===== src/rtl/apb_pkg.sv =====
// Shared APB definitions: FSM state encoding and default bus widths.
// The completer side is expected to adopt this package as well.
package apb_pkg;

  localparam int unsigned APB_ADDR_W_DEF = 32;
  localparam int unsigned APB_DATA_W_DEF = 32;

  typedef enum logic [1:0] {
    APB_IDLE   = 2'b00,
    APB_SETUP  = 2'b01,
    APB_ACCESS = 2'b10
  } apb_state_t;

endpackage


===== src/rtl/apb_timeout_ctr.sv =====
// ACCESS wait-state counter. expired_o pulses on the wait cycle whose
// increment would bring the count up to limit_i.
module apb_timeout_ctr
  import apb_pkg::*;
(
  input  logic       clk_i,
  input  logic       rst_i,
  input  logic       clear_i,
  input  logic       inc_i,
  input  logic [7:0] limit_i,
  output logic       expired_o
);

  logic [7:0] cnt_q, cnt_d;

  always_comb begin
    cnt_d = cnt_q;
    if (clear_i)
      cnt_d = '0;
    else if (inc_i)
      cnt_d = cnt_q + 8'd1;
  end

  always_ff @(posedge clk_i) begin
    if (rst_i)
      cnt_q <= '0;
    else
      cnt_q <= cnt_d;
  end

  assign expired_o = inc_i && (cnt_q == limit_i - 8'd1);

endmodule


===== src/rtl/apb_master.sv =====
// APB requester: one local command at a time through IDLE->SETUP->ACCESS.
// Define APB_TIMEOUT_EN to abort ACCESS after TIMEOUT_CYCLES wait states.
module apb_master
  import apb_pkg::*;
#(
  parameter int unsigned ADDR_W         = APB_ADDR_W_DEF,
  parameter int unsigned DATA_W         = APB_DATA_W_DEF,
  parameter int unsigned TIMEOUT_CYCLES = 16
) (
  input  logic              PCLK,
  input  logic              PRESET,
  input  logic              cmd_valid,
  output logic              cmd_ready,
  input  logic              cmd_write,
  input  logic [ADDR_W-1:0] cmd_addr,
  input  logic [DATA_W-1:0] cmd_wdata,
  output logic              rsp_valid,
  output logic [DATA_W-1:0] rsp_rdata,
  output logic              rsp_err,
  output logic              PSEL,
  output logic              PENABLE,
  output logic [ADDR_W-1:0] PADDR,
  output logic              PWRITE,
  output logic [DATA_W-1:0] PWDATA,
  input  logic              PREADY,
  input  logic [DATA_W-1:0] PRDATA
);

  if (TIMEOUT_CYCLES < 1 || TIMEOUT_CYCLES > 255) begin : g_bad_timeout
    $error("apb_master: TIMEOUT_CYCLES must be in 1..255");
  end

  apb_state_t        state_q, state_d;
  logic              psel_q, psel_d;
  logic              penable_q, penable_d;
  logic [ADDR_W-1:0] paddr_q, paddr_d;
  logic              pwrite_q, pwrite_d;
  logic [DATA_W-1:0] pwdata_q, pwdata_d;
  logic              rsp_valid_q, rsp_valid_d;
  logic [DATA_W-1:0] rsp_rdata_q, rsp_rdata_d;
  logic              expired;
  logic              abort;

  assign cmd_ready = (state_q == APB_IDLE) || ((state_q == APB_ACCESS) && PREADY);
  assign abort     = (state_q == APB_ACCESS) && !PREADY && expired;

`ifdef APB_TIMEOUT_EN
  logic rsp_err_q;

  apb_timeout_ctr u_timeout_ctr (
    .clk_i    (PCLK),
    .rst_i    (PRESET),
    .clear_i  (state_q == APB_SETUP),
    .inc_i    ((state_q == APB_ACCESS) && !PREADY),
    .limit_i  (8'(TIMEOUT_CYCLES)),
    .expired_o(expired)
  );

  always_ff @(posedge PCLK) begin
    if (PRESET)
      rsp_err_q <= 1'b0;
    else
      rsp_err_q <= abort;
  end

  assign rsp_err = rsp_err_q;
`else
  assign expired = 1'b0;
  assign rsp_err = 1'b0;
`endif

  always_comb begin
    state_d     = state_q;
    psel_d      = psel_q;
    penable_d   = penable_q;
    paddr_d     = paddr_q;
    pwrite_d    = pwrite_q;
    pwdata_d    = pwdata_q;
    rsp_valid_d = 1'b0;
    rsp_rdata_d = rsp_rdata_q;
    unique case (state_q)
      APB_IDLE: begin
        if (cmd_valid) begin
          state_d   = APB_SETUP;
          psel_d    = 1'b1;
          penable_d = 1'b0;
          paddr_d   = cmd_addr;
          pwrite_d  = cmd_write;
          pwdata_d  = cmd_wdata;
        end
      end
      APB_SETUP: begin
        state_d   = APB_ACCESS;
        penable_d = 1'b1;
      end
      APB_ACCESS: begin
        if (PREADY) begin
          rsp_valid_d = 1'b1;
          rsp_rdata_d = pwrite_q ? '0 : PRDATA;
          // A command accepted on the completion edge skips IDLE; PSEL stays high.
          if (cmd_valid) begin
            state_d   = APB_SETUP;
            psel_d    = 1'b1;
            penable_d = 1'b0;
            paddr_d   = cmd_addr;
            pwrite_d  = cmd_write;
            pwdata_d  = cmd_wdata;
          end else begin
            state_d   = APB_IDLE;
            psel_d    = 1'b0;
            penable_d = 1'b0;
          end
        end else if (abort) begin
          state_d     = APB_IDLE;
          psel_d      = 1'b0;
          penable_d   = 1'b0;
          rsp_valid_d = 1'b1;
          rsp_rdata_d = '0;
        end
      end
      default: begin
        state_d   = APB_IDLE;
        psel_d    = 1'b0;
        penable_d = 1'b0;
      end
    endcase
  end

  always_ff @(posedge PCLK) begin
    if (PRESET) begin
      state_q     <= APB_IDLE;
      psel_q      <= 1'b0;
      penable_q   <= 1'b0;
      paddr_q     <= '0;
      pwrite_q    <= 1'b0;
      pwdata_q    <= '0;
      rsp_valid_q <= 1'b0;
      rsp_rdata_q <= '0;
    end else begin
      state_q     <= state_d;
      psel_q      <= psel_d;
      penable_q   <= penable_d;
      paddr_q     <= paddr_d;
      pwrite_q    <= pwrite_d;
      pwdata_q    <= pwdata_d;
      rsp_valid_q <= rsp_valid_d;
      rsp_rdata_q <= rsp_rdata_d;
    end
  end

  assign PSEL      = psel_q;
  assign PENABLE   = penable_q;
  assign PADDR     = paddr_q;
  assign PWRITE    = pwrite_q;
  assign PWDATA    = pwdata_q;
  assign rsp_valid = rsp_valid_q;
  assign rsp_rdata = rsp_rdata_q;

endmodule


===== config.mk =====
export PLATFORM = sky130hd
export DESIGN_NAME = apb_master
export DESIGN_NICKNAME = d
export VERILOG_FILES = /design/src/rtl/apb_pkg.sv /design/src/rtl/apb_timeout_ctr.sv /design/src/rtl/apb_master.sv
export SDC_FILE = /design/constraint.sdc
export NUM_CORES = 1
export LEC_CHECK = 0
export CORE_MARGIN = 5
export CORE_UTILIZATION = 37
export CTS_CLUSTER_DIAMETER = 80
export DETAILED_ROUTE_END_ITERATION = 10
export GPL_TIMING_DRIVEN = 0
export MAX_ROUTING_LAYER = met4
export PLACE_DENSITY = 0.77
export SYNTH_ARGS = -nofsm -noshare
export SYNTH_HDL_FRONTEND = slang
export SYNTH_SLANG_ARGS = --single-unit

===== constraint.sdc =====
create_clock -name PCLK -period 1.1 [get_ports PCLK]
set_input_delay 0.165 -clock PCLK [delete_from_list [all_inputs] [get_ports PCLK]]
set_output_delay 0.165 -clock PCLK [all_outputs]
set_load 0.02 [all_outputs]

==> flow_metrics.py <==
metrics = {
    "synth": {
        "synth-seq-area-share_pct": 47.6,
        "synth_seq_cells": 101,
        "synth_warnings": 0,
        "yosys.area.top_type_share_pct": 47.6,
        "synth_cell_type_count": 20,
        "syn_nets": 559,
        "synth_top_cell_by_area": "dfxtp_1",
        "avgSynthCellArea_sq_um": 9.28,
        "syn_area_sq_mm": 0.00425,
        "synth_area_leaders": "dfxtp_1 (48%), a21bo_2 (12%), a21oi_1 (9.9%)",
        "syn_inst": 458,
    },
    "floorplanning": {
        "fp.coreArea_sq_mm": 0.0113,
        "std_cell_rows": 39,
        "io_pins": 203,
        "dieArea_sq_mm": 0.0137,
        "dieHeight_microns": 117,
        "start_util_pct": 37.5,
        "fp.dieW_microns": 117,
    },
    "sta": {
        "fin_worst_skew_ps": 7.83,
        "setup_viol": 102,
        "worstMarginPinSlew_ps": 711,
        "min_period_ps": 1410,
        "rsz0062_at_grt": "yes",
        "period_share_pct": 128,
        "hold_viol": 0,
        "drv_slew": 0,
        "setup_ws_ps": -310,
        "fmax_mhz": 709,
        "slew_headroom_pct": 52.6,
    },
    "placed_design": {
        "gp_congestion": 0.771,
        "io_buffers": 200,
        "dp_cells": 801,
        "place_area_sq_mm": 0.00647,
        "hpwl_microns": 10200,
    },
    "power_and_ir_drop": {
        "vdd_drop_max_uv": 642,
        "p_leak_nw": 3.14,
        "p_per_area_mw_per_mm2": 1200,
    },
    "run_status": {
        "failed_checks": "negative setup slack",
        "status": "complete, but fails checks",
    },
    "global_route": {
        "grt_pass1_wl_microns": 22300,
        "grt_pass1_vias": 4408,
        "grt_max_degree": 17,
        "grt_overflow": 0,
        "grt_use_total_pct": 21.2,
        "antenna_found_initial": 0,
    },
    "finish": {
        "final.fill_count": 886,
        "nets": 808,
        "mostFrequentLayoutCells": "dfxtp_1 (98), buf_2 (98), clkdlybuf4s50_1 (98)",
        "insertedDiodeCount": 0,
        "instances_no_fill": 855,
        "fin_util_pct": 68.9,
        "layout-drive-gt1-share_pct": 52.5,
        "area_delta_synth_final_pct": 83.7,
        "stdcell_area_sq_mm": 0.00780,
    },
    "min_path": {
        "hold_class": "in -> reg",
        "hp-start": "PRESET",
    },
    "route": {
        "drt_iter0_markers": 278,
        "viasPerCell": 5.15,
        "drc_errors": 0,
        "wl_per_cell_microns": 18.5,
        "drt-total-wl_microns": 15800,
        "first_pass_iters": 4,
        "antenna_left": 0,
        "vias": 4403,
    },
    "setup_path": {
        "path_max_fanout": 2,
        "crit_type": "reg -> out",
        "worstPathArrival_ps": 1240,
        "r2r_slack_ps": -300,
        "crit_path_start": "state_q[1]",
        "required_ps": 940,
        "critPathLaunchType": "flop",
        "rr_startpoint": "state_q[0]",
        "crit_path_end_kind": "output port",
    },
    "cts": {
        "cts_hold_buf": 0,
        "cts_buffers": 9,
        "clockBufferDepth": 2,
        "clk-insertion-delay-late_ps": 330,
        "cts_root_buffer": "clkbuf_16",
        "cts_tree": "yes",
        "clock-sinks": 101,
        "htreeDepth": 3,
        "path_clk_slew_ps": 70,
    },
    "flow_run": {
        "drv_cap": 0,
    },
}
[metrics by stage]
stage | hold WS [ps] | total power (W) | setup slack, ps | TNS, ps
after floorplan | 312 | 0.00483 | -73.8 | -1750
after global placement | 440 | 0.00568 | -1220 | -58630
after detailed placement | 446 | 0.00571 | -1210 | -60820
after CTS | 204 | 0.00911 | -412 | -24140
after global routing | 275 | 0.00975 | -369 | -28480
final | 253 | 0.00939 | -310 | -21950
[logic make-up after synthesis]
group / synth area share [%]
compound gates: 28.2
simple gates: 17.5
flops: 47.6
buf+inv: 6.39
mux: 0.236
other cells: 0.0883
[repair_timing]
action,in CTS,in global routing
pin swaps,70,90
setup buffers,23,0
gates resized for setup,508,143
setup endpoints to repair,199,115
gates cloned,10,6
[cell usage after synthesis]
cell and n:
nand2_1 32, buf_6 5, a22oi_1 1, mux2i_1 1, nand3_1 65, clkbuf_1 18, buf_4 1, and3b_1 2
nand3b_1 33, buf_2 28, a21bo_1 13, conb_1 1, o21ai_0 1, nand2b_1 1, a21oi_2 13, a21bo_2 52
nor2_1 4, dfxtp_1 101, nor2b_1 2, a21oi_1 84
[state kept, by name (all words and copies together) (netlist names)]
register / count
PADDR: 32
PWDATA: 32
rsp_rdata: 32
state_q: 2
PSEL: 1
PWRITE: 1
rsp_valid: 1
[worst max-delay path, stage by stage, from the launching register on]
cell and delay (ps):
dfxtp_4 360, nand2b_4 80, buf_12 130, buf_8 100, nor2b_4 110, buf_6 120
[where the power goes]
group	internal, W	leakage [nW]	switching [W]
registers	0.00383	0.827	0.0000943
clock network	0.00190	0.149	0.00137
logic	0.00116	2.17	0.00103
[area by class of cell]
class                           instances  area (sq um)  share of cell area [%]
Multi-Input combinational cell        305          2630                    33.7
Timing Repair Buffer                  239          2110                    27.1
Sequential cell                       101          2030                    26.0
Buffer                                 51           539                    6.91
Clock buffer                           12           256                    3.29
Tap cell                              143           179                    2.29
Clock inverter                          4          55.1                   0.705
[per-layer routing]
| layer | vias up | routed length (microns) | global-route usage [%] |
|---|---|---|---|
| met1 | 2108 | 6430 | 25.3 |
| met4 | 0 | 326 | 6.04 |
| met3 | 28 | 1040 | 4.99 |
| met5 | - | 0 | - |
| met2 | 155 | 8040 | 35.7 |
| li1 | 2112 | - | - |
[final timing paths]
| kind | end | cells after the start |
|---|---|---|
| hold reg to reg | rsp_rdata[7] | 2 |
| setup / recovery | cmd_ready | 5 |
| setup reg to reg | rsp_rdata[27] | 7 |
| hold / removal | state_q[1] | 2 |
(Power assumes the default switching activity.)
